**config.mk**
```make
export PLATFORM = sky130hd
export DESIGN_NAME = collide_scan_flat
export DESIGN_NICKNAME = d
export VERILOG_FILES = /design/src/rtl/collide_scan_if.sv /design/src/rtl/collide_scan.sv /design/src/flat_wrapper.sv
export SDC_FILE = /design/constraint.sdc
export NUM_CORES = 1
export LEC_CHECK = 0
export BUFFER_PORTS_ARGS = -buffer_cell sky130_fd_sc_hd__buf_2
export CAP_MARGIN = 20
export CORE_AREA = 10 10 158 160
export CTS_BUF_LIST = sky130_fd_sc_hd__clkbuf_8
export CTS_CLUSTER_DIAMETER = 120
export DETAILED_ROUTE_END_ITERATION = 12
export DIE_AREA = 0 0 168 170
export PLACE_DENSITY = 0.77
export SLEW_MARGIN = 10
export SYNTH_ARGS = -nofsm -noshare
export SYNTH_HDL_FRONTEND = slang
export SYNTH_SLANG_ARGS = --single-unit
export TNS_END_PERCENT = 50
```
**constraint.sdc**
```tcl
create_clock -name clk -period 4.51 [get_ports clk]
set_input_delay 1.353 -clock clk [delete_from_list [all_inputs] [get_ports clk]]
set_output_delay 1.353 -clock clk [all_outputs]
set_load 0.01 [all_outputs]
```
**src/rtl/collide_scan_if.sv**
```systemverilog
// Bundle of the collide_scan control, sprite-position and result signals.
// Latency: none, wiring only. Backpressure: none; the scanner ignores start while busy.
// Ports: master = frame/game logic (drives start and positions), slave = scanner (drives results).
interface collide_scan_if #(
    parameter int N_OBJ   = 8,
    parameter int COORD_W = 10
);
    localparam int IDX_W = $clog2(N_OBJ);
    localparam int CNT_W = $clog2(N_OBJ + 1);

    logic                       start;
    logic [COORD_W-1:0]         ref_h;
    logic [COORD_W-1:0]         ref_v;
    logic [N_OBJ*COORD_W-1:0]   obj_h;
    logic [N_OBJ*COORD_W-1:0]   obj_v;
    logic [N_OBJ-1:0]           obj_valid;
    logic                       busy;
    logic                       done;
    logic [N_OBJ-1:0]           hit_mask;
    logic                       hit_any;
    logic [IDX_W-1:0]           first_hit_idx;
    logic [CNT_W-1:0]           hit_count;

    modport master (
        output start, ref_h, ref_v, obj_h, obj_v, obj_valid,
        input  busy, done, hit_mask, hit_any, first_hit_idx, hit_count
    );

    modport slave (
        input  start, ref_h, ref_v, obj_h, obj_v, obj_valid,
        output busy, done, hit_mask, hit_any, first_hit_idx, hit_count
    );
endinterface

```
**src/rtl/collide_scan.sv**
```systemverilog
// Sequential player-vs-objects collision scan, one object per clock, results published once per frame.
// Latency: start sampled at edge T -> done pulse visible after edge T+N_OBJ+1 (N_OBJ+2 cycles).
// Backpressure: start is ignored (not queued) while busy; results hold until the next done pulse.
// Ports: clk, rst (sync, active-high); bus (slave): start, ref_h/ref_v, obj_h/obj_v/obj_valid in;
//        busy, done, hit_mask, hit_any, first_hit_idx, hit_count out (all registered).
module collide_scan #(
    parameter int N_OBJ   = 8,
    parameter int COORD_W = 10,
    parameter int TH_H    = 20,
    parameter int TH_V    = 20
) (
    input  logic           clk,
    input  logic           rst,
    collide_scan_if.slave  bus
);
    localparam int IDX_W = $clog2(N_OBJ);
    localparam int CNT_W = $clog2(N_OBJ + 1);

    localparam logic [COORD_W:0]   TH_H_W   = (COORD_W+1)'(TH_H);
    localparam logic [COORD_W:0]   TH_V_W   = (COORD_W+1)'(TH_V);
    localparam logic [IDX_W-1:0]   IDX_LAST = IDX_W'(N_OBJ - 1);

    typedef enum logic [1:0] {S_IDLE, S_SCAN, S_DONE} state_t;

    state_t                     r_state;
    state_t                     w_next;

    // Frame snapshot; the scan never looks at the live inputs after start.
    logic [COORD_W-1:0]         r_ref_h;
    logic [COORD_W-1:0]         r_ref_v;
    logic [N_OBJ*COORD_W-1:0]   r_obj_h;
    logic [N_OBJ*COORD_W-1:0]   r_obj_v;
    logic [N_OBJ-1:0]           r_valid;

    // Issue side: object index being evaluated this cycle.
    logic [IDX_W-1:0]           r_idx;
    logic                       r_issue;

    // Compare result is registered before accumulation so the
    // mux -> subtract -> compare path does not also feed the counters.
    logic                       r_stg_vld;
    logic                       r_stg_hit;
    logic                       r_stg_last;
    logic [IDX_W-1:0]           r_stg_idx;

    // Working accumulators for the current scan.
    logic [N_OBJ-1:0]           r_wmask;
    logic [CNT_W-1:0]           r_wcnt;
    logic [IDX_W-1:0]           r_wfirst;
    logic                       r_found;

    // Published results.
    logic [N_OBJ-1:0]           r_hit_mask;
    logic                       r_hit_any;
    logic [IDX_W-1:0]           r_first_hit_idx;
    logic [CNT_W-1:0]           r_hit_count;

    logic [COORD_W-1:0]         w_cur_h;
    logic [COORD_W-1:0]         w_cur_v;
    logic [COORD_W:0]           w_dh;
    logic [COORD_W:0]           w_dv;
    logic                       w_hit;
    logic                       w_idx_last;
    logic                       w_scan_end;

    logic [N_OBJ-1:0]           w_mask_acc;
    logic [CNT_W-1:0]           w_cnt_acc;
    logic [IDX_W-1:0]           w_first_acc;
    logic                       w_found_acc;

    // Distance test for the object at r_idx. Differences are taken one bit
    // wider and always as larger-minus-smaller, so there is no modular wrap.
    always_comb begin
        w_cur_h    = r_obj_h[r_idx*COORD_W +: COORD_W];
        w_cur_v    = r_obj_v[r_idx*COORD_W +: COORD_W];
        w_dh       = (r_ref_h >= w_cur_h) ? ({1'b0, r_ref_h} - {1'b0, w_cur_h})
                                          : ({1'b0, w_cur_h} - {1'b0, r_ref_h});
        w_dv       = (r_ref_v >= w_cur_v) ? ({1'b0, r_ref_v} - {1'b0, w_cur_v})
                                          : ({1'b0, w_cur_v} - {1'b0, r_ref_v});
        w_hit      = r_valid[r_idx] && (w_dh <= TH_H_W) && (w_dv <= TH_V_W);
        w_idx_last = (r_idx == IDX_LAST);
        w_scan_end = r_stg_vld && r_stg_last;
    end

    // Fold the staged result into the working accumulators.
    always_comb begin
        w_mask_acc  = r_wmask;
        w_cnt_acc   = r_wcnt;
        w_first_acc = r_wfirst;
        w_found_acc = r_found;
        if (r_stg_vld && r_stg_hit) begin
            w_mask_acc[r_stg_idx] = 1'b1;
            w_cnt_acc             = r_wcnt + CNT_W'(1);
            if (!r_found) begin
                w_first_acc = r_stg_idx;
                w_found_acc = 1'b1;
            end
        end
    end

    always_comb begin
        w_next = r_state;
        case (r_state)
            S_IDLE:  if (bus.start) w_next = S_SCAN;
            S_SCAN:  if (w_scan_end) w_next = S_DONE;
            S_DONE:  w_next = S_IDLE;
            default: w_next = S_IDLE;
        endcase
    end

    always_ff @(posedge clk) begin
        if (rst) r_state <= S_IDLE;
        else     r_state <= w_next;
    end

    always_ff @(posedge clk) begin
        if (rst) begin
            r_ref_h         <= '0;
            r_ref_v         <= '0;
            r_obj_h         <= '0;
            r_obj_v         <= '0;
            r_valid         <= '0;
            r_idx           <= '0;
            r_issue         <= 1'b0;
            r_stg_vld       <= 1'b0;
            r_stg_hit       <= 1'b0;
            r_stg_last      <= 1'b0;
            r_stg_idx       <= '0;
            r_wmask         <= '0;
            r_wcnt          <= '0;
            r_wfirst        <= '0;
            r_found         <= 1'b0;
            r_hit_mask      <= '0;
            r_hit_any       <= 1'b0;
            r_first_hit_idx <= '0;
            r_hit_count     <= '0;
        end else begin
            case (r_state)
                S_IDLE: begin
                    if (bus.start) begin
                        r_ref_h    <= bus.ref_h;
                        r_ref_v    <= bus.ref_v;
                        r_obj_h    <= bus.obj_h;
                        r_obj_v    <= bus.obj_v;
                        r_valid    <= bus.obj_valid;
                        r_idx      <= '0;
                        r_issue    <= 1'b1;
                        r_stg_vld  <= 1'b0;
                        r_stg_hit  <= 1'b0;
                        r_stg_last <= 1'b0;
                        r_stg_idx  <= '0;
                        r_wmask    <= '0;
                        r_wcnt     <= '0;
                        r_wfirst   <= '0;
                        r_found    <= 1'b0;
                    end
                end
                S_SCAN: begin
                    r_stg_vld  <= r_issue;
                    r_stg_hit  <= r_issue && w_hit;
                    r_stg_last <= r_issue && w_idx_last;
                    r_stg_idx  <= r_idx;
                    if (r_issue) begin
                        if (w_idx_last) r_issue <= 1'b0;
                        else            r_idx   <= r_idx + IDX_W'(1);
                    end
                    r_wmask  <= w_mask_acc;
                    r_wcnt   <= w_cnt_acc;
                    r_wfirst <= w_first_acc;
                    r_found  <= w_found_acc;
                    // Results become visible in the DONE cycle, together with done.
                    if (w_scan_end) begin
                        r_hit_mask      <= w_mask_acc;
                        r_hit_any       <= |w_mask_acc;
                        r_first_hit_idx <= w_first_acc;
                        r_hit_count     <= w_cnt_acc;
                    end
                end
                default: ;
            endcase
        end
    end

    assign bus.busy          = (r_state != S_IDLE);
    assign bus.done          = (r_state == S_DONE);
    assign bus.hit_mask      = r_hit_mask;
    assign bus.hit_any       = r_hit_any;
    assign bus.first_hit_idx = r_first_hit_idx;
    assign bus.hit_count     = r_hit_count;
endmodule

```
**src/flat_wrapper.sv**
```systemverilog
// flat-port wrapper written by rule: the top's interface ports become plain ports
module collide_scan_flat 
#(
    parameter int N_OBJ   = 8,
    parameter int COORD_W = 10,
    parameter int TH_H    = 20,
    parameter int TH_V    = 20
)
  (clk, rst, bus_start, bus_ref_h, bus_ref_v, bus_obj_h, bus_obj_v, bus_obj_valid, bus_busy, bus_done, bus_hit_mask, bus_hit_any, bus_first_hit_idx, bus_hit_count);
  collide_scan_if #(.N_OBJ(N_OBJ), .COORD_W(COORD_W)) bus_i ();
  input  logic clk;
  input  logic rst;
  input wire logic [$bits(bus_i.start)-1:0] bus_start;
  input wire logic [$bits(bus_i.ref_h)-1:0] bus_ref_h;
  input wire logic [$bits(bus_i.ref_v)-1:0] bus_ref_v;
  input wire logic [$bits(bus_i.obj_h)-1:0] bus_obj_h;
  input wire logic [$bits(bus_i.obj_v)-1:0] bus_obj_v;
  input wire logic [$bits(bus_i.obj_valid)-1:0] bus_obj_valid;
  output wire logic [$bits(bus_i.busy)-1:0] bus_busy;
  output wire logic [$bits(bus_i.done)-1:0] bus_done;
  output wire logic [$bits(bus_i.hit_mask)-1:0] bus_hit_mask;
  output wire logic [$bits(bus_i.hit_any)-1:0] bus_hit_any;
  output wire logic [$bits(bus_i.first_hit_idx)-1:0] bus_first_hit_idx;
  output wire logic [$bits(bus_i.hit_count)-1:0] bus_hit_count;
  assign bus_i.start = bus_start;
  assign bus_i.ref_h = bus_ref_h;
  assign bus_i.ref_v = bus_ref_v;
  assign bus_i.obj_h = bus_obj_h;
  assign bus_i.obj_v = bus_obj_v;
  assign bus_i.obj_valid = bus_obj_valid;
  assign bus_busy = bus_i.busy;
  assign bus_done = bus_i.done;
  assign bus_hit_mask = bus_i.hit_mask;
  assign bus_hit_any = bus_i.hit_any;
  assign bus_first_hit_idx = bus_i.first_hit_idx;
  assign bus_hit_count = bus_i.hit_count;
  collide_scan #(.N_OBJ(N_OBJ), .COORD_W(COORD_W), .TH_H(TH_H), .TH_V(TH_V)) u_core (.clk(clk), .rst(rst), .bus(bus_i));
endmodule
```
==> results by group, run 1 <==
Synth
  • Post-synthesis register bit count: 232
  • Syn Nets: 1601
  • Syn Std Cell Area: 11120 um2
  • Post-Synthesis Cells: 1367
  • Post-synth top cells: nand2_1, a21oi_1, dfxtp_1, clkbuf_1, nor2_1
  • Largest area contributor in the netlist: dfxtp_1
  • Sequential element share of the synthesized area: 41.77%
  • Syn avg cell area: 8.133 um2
  • Synth Flop Type: dfxtp_1
  • Warnings from Yosys: 0
  • EDFF count, synth: 0
  • Most common cell in the netlist: nand2_1
  • Largest cells by area after synthesis: dfxtp_1, nand2_1, a21oi_1, mux4_2, ha_1
  • Yosys cell types: 58
  • Synth top area share: 41.77%
  • Post-synth ARST share: 0%

Timing
  • Worst slew margin: 33.03%
  • Fin Setup TNS: 0 ps
  • Final Hold Viols: 0
  • Fin crit period: 4143 ps
  • F_max: 241.4 MHz
  • Final Cycle Share: 91.86%
  • Final setup fails: 0
  • Worst-Margin Slew: 1005 ps
  • Slew Limit Fails: 0
  • Setup Skew: 19.90 ps
  • RSZ-0062 raised after global routing: no

Detailed routing
  • Via count: 10040
  • DRC Markers: 0
  • Drt pass-1 iters: 5
  • Routed wire per std cell: 17.08 um
  • Drt initial violations: 692
  • Final wirelength: 31.57 mm
  • Post-route ant nets: 0
  • DR vias/cell: 5.435

CTS
  • CTS Sinks: 232
  • Worst-path clk slew: 70 ps
  • Clock latency on the worst-skew pair: 550 ps
  • Cts hold-fix bufs: 0
  • Deepest clock path buffer count: 3
  • Resize count post-CTS: 0
  • H-tree Lvls: 2
  • Post-CTS setup buffer count: 0
  • Root buf cell: clkbuf_8
  • CTS buffer count: 39
  • CTS tree: built

Die
  • Die Y: 170 um
  • Die X: 168 um
  • # rows: 54
  • Die area: 28560 um2
  • Core area: 21690 um2
  • Initial Utilization: 51.26%
  • # IOs: 209

Global route
  • Vias in the first global route: 10070
  • Initial antenna violation count: 0
  • First-pass GRT wire length: 50.67 mm
  • Grt ovf: 0
  • All-layer global routing usage: 21.20%
  • Largest net degree at the start of global routing: 212

Setup path
  • Worst Setup End Kind: register
  • Critical Path Sink: u_core.r_stg_hit
  • Worst reg-to-reg path cell count: 14
  • Kind of critical path: reg -> reg
  • R2R Path End: u_core.r_stg_hit
  • RR Startpoint: u_core.r_idx[0]
  • Startpoint Class: register
  • Critical path arrival: 4600 ps
  • CP Data Required Time: 4970 ps
  • Crit path max fanout: 9
  • R2r setup slk: 370 ps
  • Crit. Startpoint: u_core.r_idx[0]

Placement
  • Final weighted congestion in routability-driven placement: 0.8884
  • # port buffers: 208
  • Post-placement cell count: 1777
  • HPWL after DPL: 23.43 mm

Pwr
  • Max VDD drop: 0.2554 mV
  • P_leak: 5.525 nW
  • PD cells: 381.1 nW/um2

Min path
  • Min-delay worst type: reg -> reg

Cells and area
  • Share of layout cells above drive strength 1: 21.49%
  • Area growth, synth to finish: 18.13%
  • Layout Nets: 1772
  • Non-filler cells in the finished layout: 1848
  • Diode count: 0

Job
  • Number of max-cap violations: 0

Status
  • Outcome: complete, no violations
==> flip-flops by register name, indices dropped and copies added (netlist names) <==
register / cells
u_core.r_obj_h: 80
u_core.r_obj_v: 80
u_core.r_ref_h: 10
u_core.r_ref_v: 10
u_core.bus.hit_mask: 8
u_core.r_valid: 8
u_core.r_wmask: 8
u_core.bus.hit_count: 4
u_core.r_wcnt: 4
u_core.bus.first_hit_idx: 3
u_core.r_idx: 3
u_core.r_stg_idx: 3
u_core.r_wfirst: 3
u_core.r_state: 2
u_core.bus.hit_any: 1
u_core.r_found: 1
u_core.r_issue: 1
u_core.r_stg_hit: 1
u_core.r_stg_last: 1
u_core.r_stg_vld: 1
==> per-layer routing <==
| metal | vias to the layer above | GRT usage, % | wire [um] |
|---|---|---|---|
| met3 | 59 | 4.123 | 2049 |
| met4 | 0 | 6.094 | 691 |
| met5 | - | 0 | 0 |
| met1 | 4677 | 28.53 | 14310 |
| li1 | 4997 | - | - |
| met2 | 310 | 33.89 | 14510 |
==> layout by cell type, fill, tap and decap left out, types with 3 or more instances in the layout <==
| cell | instances |
|---|---|
| o21ai_0 | 21 |
| a21oi_1 | 237 |
| buf_12 | 4 |
| buf_2 | 207 |
| or3_1 | 4 |
| nor2b_1 | 9 |
| nand3_1 | 12 |
| xnor2_1 | 4 |
| o21a_1 | 3 |
| nand4_1 | 6 |
| nor2_1 | 52 |
| mux4_2 | 42 |
| and3_1 | 4 |
| a311oi_1 | 4 |
| dfxtp_1 | 230 |
| o21ai_1 | 4 |
| a21o_1 | 9 |
| inv_1 | 60 |
| buf_4 | 13 |
| xor2_1 | 7 |
| nor3_1 | 14 |
| clkbuf_8 | 44 |
| clkinv_2 | 8 |
| a211oi_1 | 16 |
| a22oi_1 | 4 |
| o21bai_1 | 3 |
| o31ai_1 | 3 |
| a31oi_1 | 9 |
| ha_1 | 43 |
| nand2_1 | 412 |
| nand2b_1 | 9 |
| o211ai_1 | 5 |
| mux2i_1 | 25 |
==> critical path: stages, from the launching register on <==
cell and delay, ps:
dfxtp_4 440, buf_4 250, mux4_2 560, mux2i_1 280, inv_1 80, ha_1 460, nand3_2 160, o41a_1 490
and2_4 210, mux2_4 320, o32a_1 290, o21a_1 180, a2bb2oi_1 150, nand4_1 100, o21ai_1 120
==> worst min-delay path by stage <==
stage | from | slack (ps) | to | cells past startpoint
6_report | u_core.r_obj_v[18] | 450 | u_core.r_obj_v[18] | 2
5_1_grt | u_core.r_obj_h[48] | 470 | u_core.r_obj_h[48] | 2
4_1_cts | u_core.r_obj_v[29] | 450 | u_core.r_obj_v[29] | 2
3_5_place_dp | u_core.r_obj_v[29] | 450 | u_core.r_obj_v[29] | 2
3_3_place_gp | u_core.r_obj_v[65] | 440 | u_core.r_obj_v[65] | 2
2_1_floorplan | u_core.r_obj_h[20] | 430 | u_core.r_obj_h[20] | 2
==> metrics by stage <==
stage | power, mW | hold slack [ps] | setup WS [ps] | area, um2 | util, %
floorplan | 2.868 | 433.1 | 87.21 | 11120 | -
global placement | 3.129 | 439.4 | 469.6 | 12330 | 56.87
detailed placement | 3.135 | 445.4 | 396.0 | 12330 | 56.87
CTS | 5.024 | 454.5 | 376.7 | 13130 | 60.56
global route | 5.244 | 473.3 | 16.99 | 13130 | 60.56
finish | 5.005 | 453.3 | 367.2 | 13130 | 60.56
==> power by group <==
part	switching (mW)	internal [mW]
logic	0.510	0.366
clock network	0.875	1.03
registers	0.0708	2.16
==> cells by family after synthesis <==
family                     share of synthesized area, %
AOI/OAI and AO/OA                                 16.98
xor gates and xnor gates                         0.8665
adders and majority gates                         4.839
buffers and inverters                             4.997
DFF                                               41.77
muxes                                             10.99
and+or+nand+nor                                   19.55
==> layout make-up <==
cell class | count | area (um2)
fillers | 1953 | 8554
multi-input cells | 992 | 5928
flip-flops and latches | 232 | 4649
repair buffers | 225 | 1225
clock buffers | 44 | 605.6
well taps | 280 | 350.3
clock inverters | 27 | 195.2
inverters | 48 | 180.2
Note: power is estimated with default switching activity, not from simulation.
==> inputs of run 2 (changes only) <==
--- a/config.mk
+++ b/config.mk
@@ -13,6 +13,7 @@
 export DETAILED_ROUTE_END_ITERATION = 12
 export DIE_AREA = 0 0 168 170
 export PLACE_DENSITY = 0.77
+export REMOVE_ABC_BUFFERS = 1
 export SLEW_MARGIN = 10
 export SYNTH_ARGS = -nofsm -noshare
 export SYNTH_HDL_FRONTEND = slang
==> results by group, run 2 (synthesized netlist as in run 1, its figures left out) <==
Placement
  • Placed inst area: 12340 um2 (about the same)
  • # port buffers: 208 (unchanged)
  • Post-placement cell count: 1776 (-0.056%)
  • Post-place setup slack: 231.4 ps (-164.5 ps)
  • HPWL after DPL: 20.23 mm (-14%)
  • Final weighted congestion in routability-driven placement: 0.8375 (-5.7%)

Pwr
  • Comb pwr share: 18.0% (+0.5 points)
  • Sequential Power Share: 46.4% (+1.9 points)
  • P_leak: 5.508 nW (-0.32%)
  • Clock share of power: 35.6% (-2.4 points)
  • PD cells: 365.9 nW/um2 (-4.0%)
  • Max VDD drop: 0.2362 mV (-7.5%)
  • Total Power: 4.781 mW (-4.5%)
  • P_int: 3.414 mW (-3.8%)
  • Switch share: 28.59% (-0.51 points)
  • Switch Pwr: 1.367 mW (-6.1%)

Status
  • Outcome: complete, no violations

Global route
  • All-layer global routing usage: 18.93% (-2.3 points)
  • Most used routing layer: met2
  • Largest net degree at the start of global routing: 125 (-41%)
  • Initial antenna violation count: 0 (unchanged)
  • Vias in the first global route: 9792 (-2.7%)
  • First-pass GRT wire length: 46.46 mm (-8.3%)
  • Met3 GRT Util: 4.216% (+0.092 points)
  • Grt ovf: 0 (unchanged)
  • Met2 Use GR: 32.35% (-1.5 points)
  • Met1 GRT Util: 23.55% (-5.0 points)

Timing
  • Worst setup margin: 361.2 ps (-5.998 ps)
  • RSZ-0062 raised after global routing: no
  • Final Cycle Share: 91.99% (+0.13 points)
  • Fin Setup TNS: 0 ps (unchanged)
  • Worst slew margin: 43.32% (+10 points)
  • Slew Limit Fails: 0 (unchanged)
  • Worst-Margin Slew: 850.2 ps (-154.3 ps)
  • Final Hold Viols: 0 (unchanged)
  • Setup Skew: 18.34 ps (-1.557 ps)
  • Fin crit period: 4149 ps (+5.998 ps)
  • F_max: 241.0 MHz (-0.14%)
  • Final setup fails: 0 (unchanged)

Cells and area
  • Non-filler cells in the finished layout: 1845 (-0.16%)
  • Commonest non-fill, non-tap cells in the layout: nand2_1, a21oi_1, dfxtp_1, buf_2, inv_1
  • Layout Nets: 1772 (unchanged)
  • Largest regs: u_core.r_obj_h: 80 flops, u_core.r_obj_v: 80 flops
  • Cell area after layout: 13060 um2 (-0.53%)
  • Diode count: 0 (unchanged)
  • Most common cell after layout, fill and taps aside: nand2_1
  • Area growth, synth to finish: 17.50%
  • Fillers: 1995 (+2.2%)
  • Share of layout cells above drive strength 1: 20.96% (-0.53 points)

Setup path
  • CP Data Required Time: 4970 ps (about the same)
  • Kind of critical path: reg -> reg
  • Startpoint Class: register
  • Worst Setup End Kind: register
  • Critical path arrival: 4610 ps (about the same)
  • Crit path max fanout: 16 (+7)

Detailed routing
  • Drt initial violations: 575 (-17%)
  • DR vias/cell: 5.366 (-1.3%)
  • Final wirelength: 28.52 mm (-9.6%)
  • Via count: 9900 (-1.4%)
  • DRC Markers: 0 (unchanged)
  • Post-route ant nets: 0 (unchanged)
  • Routed wire per std cell: 15.46 um (-9.5%)
  • Drt pass-1 iters: 7 (+2)

CTS
  • CTS tree: built
  • Worst-path clk slew: 70 ps (about the same)
  • Post-CTS setup buffer count: 0 (unchanged)
  • CTS Sinks: 232 (unchanged)
  • Deepest clock path buffer count: 3 (unchanged)
  • H-tree Lvls: 2 (unchanged)
  • Resize count post-CTS: 0 (unchanged)
  • CTS buffer count: 39 (unchanged)
  • Root buf cell: clkbuf_8
  • Cts hold-fix bufs: 0 (unchanged)
  • Clock latency on the worst-skew pair: 520 ps (-30 ps)

Min path
  • Min-delay worst type: reg -> reg

Job
  • Number of max-cap violations: 0 (unchanged)

Die
  • Core area: 21690 um2 (unchanged)
  • # rows: 54 (unchanged)
  • Initial Utilization: 51.26% (unchanged)
  • Die area: 28560 um2 (unchanged)
  • Die X: 168 um (unchanged)
  • # IOs: 209 (unchanged)
  • Die Y: 170 um (unchanged)
run 2: changes by cell type in the layout (fill, tap and decap cells not counted), sizes merged:
cell	change
clkinv	-6
inv	+5
bufinv	-2
run 2: power groups by stage:
stage               clock network (mW)  logic, mW  registers (mW)
floorplan                            0      0.594            2.24
global placement                     0      0.844            2.26
detailed placement                   0      0.848            2.26
CTS                               1.74      0.853            2.22
global route                      1.84      0.966            2.23
finish                            1.70      0.861            2.22
run 2: critical path, stage by stage, from the launching register on:
cell and delay (ps):
dfxtp_4 590, buf_12 240, mux4_2 510, mux2i_1 220
inv_1 80, ha_1 370, a21o_1 200, a21oi_1 170
o41a_1 310, and2_4 240, mux2_4 330, o32a_1 280
o21a_1 170, a2bb2oi_1 150, nand4_1 100, o21ai_1 120
run 2: path summary, 6_finish.rpt:
check                                        start  slack (ps)            endpoint  cells after the start
worst max-delay path               u_core.r_idx[0]         360    u_core.r_stg_hit                     15
worst min-delay path            u_core.r_obj_h[68]         450  u_core.r_obj_h[68]                      2
worst max register to register     u_core.r_idx[0]         360    u_core.r_stg_hit                     15
worst min register to register  u_core.r_obj_h[68]         450  u_core.r_obj_h[68]                      2
run 2: layout make-up:
cell class / count / area [um2] / area share (%)
well taps: 280 / 350.3 / 2.682
repair buffers: 225 / 1250 / 9.568
clock buffers: 44 / 605.6 / 4.636
clock inverters: 24 / 98.84 / 0.7566
flip-flops and latches: 232 / 4651 / 35.60
inverters: 48 / 180.2 / 1.379
multi-input cells: 992 / 5928 / 45.38
run 2: routing by layer:
layer	wire, um	up-vias
met5	0	-
met4	479	0
met3	1741	43
met2	13910	289
met1	12390	4571
li1	-	4997
run 2: stage by stage:
stage,utilization [%],hold WS (ps)
floorplan,-,427.1
global placement,56.89,438.9
detailed placement,56.89,443.3
CTS,60.14,450.8
global route,60.23,465.9
finish,60.23,450.9
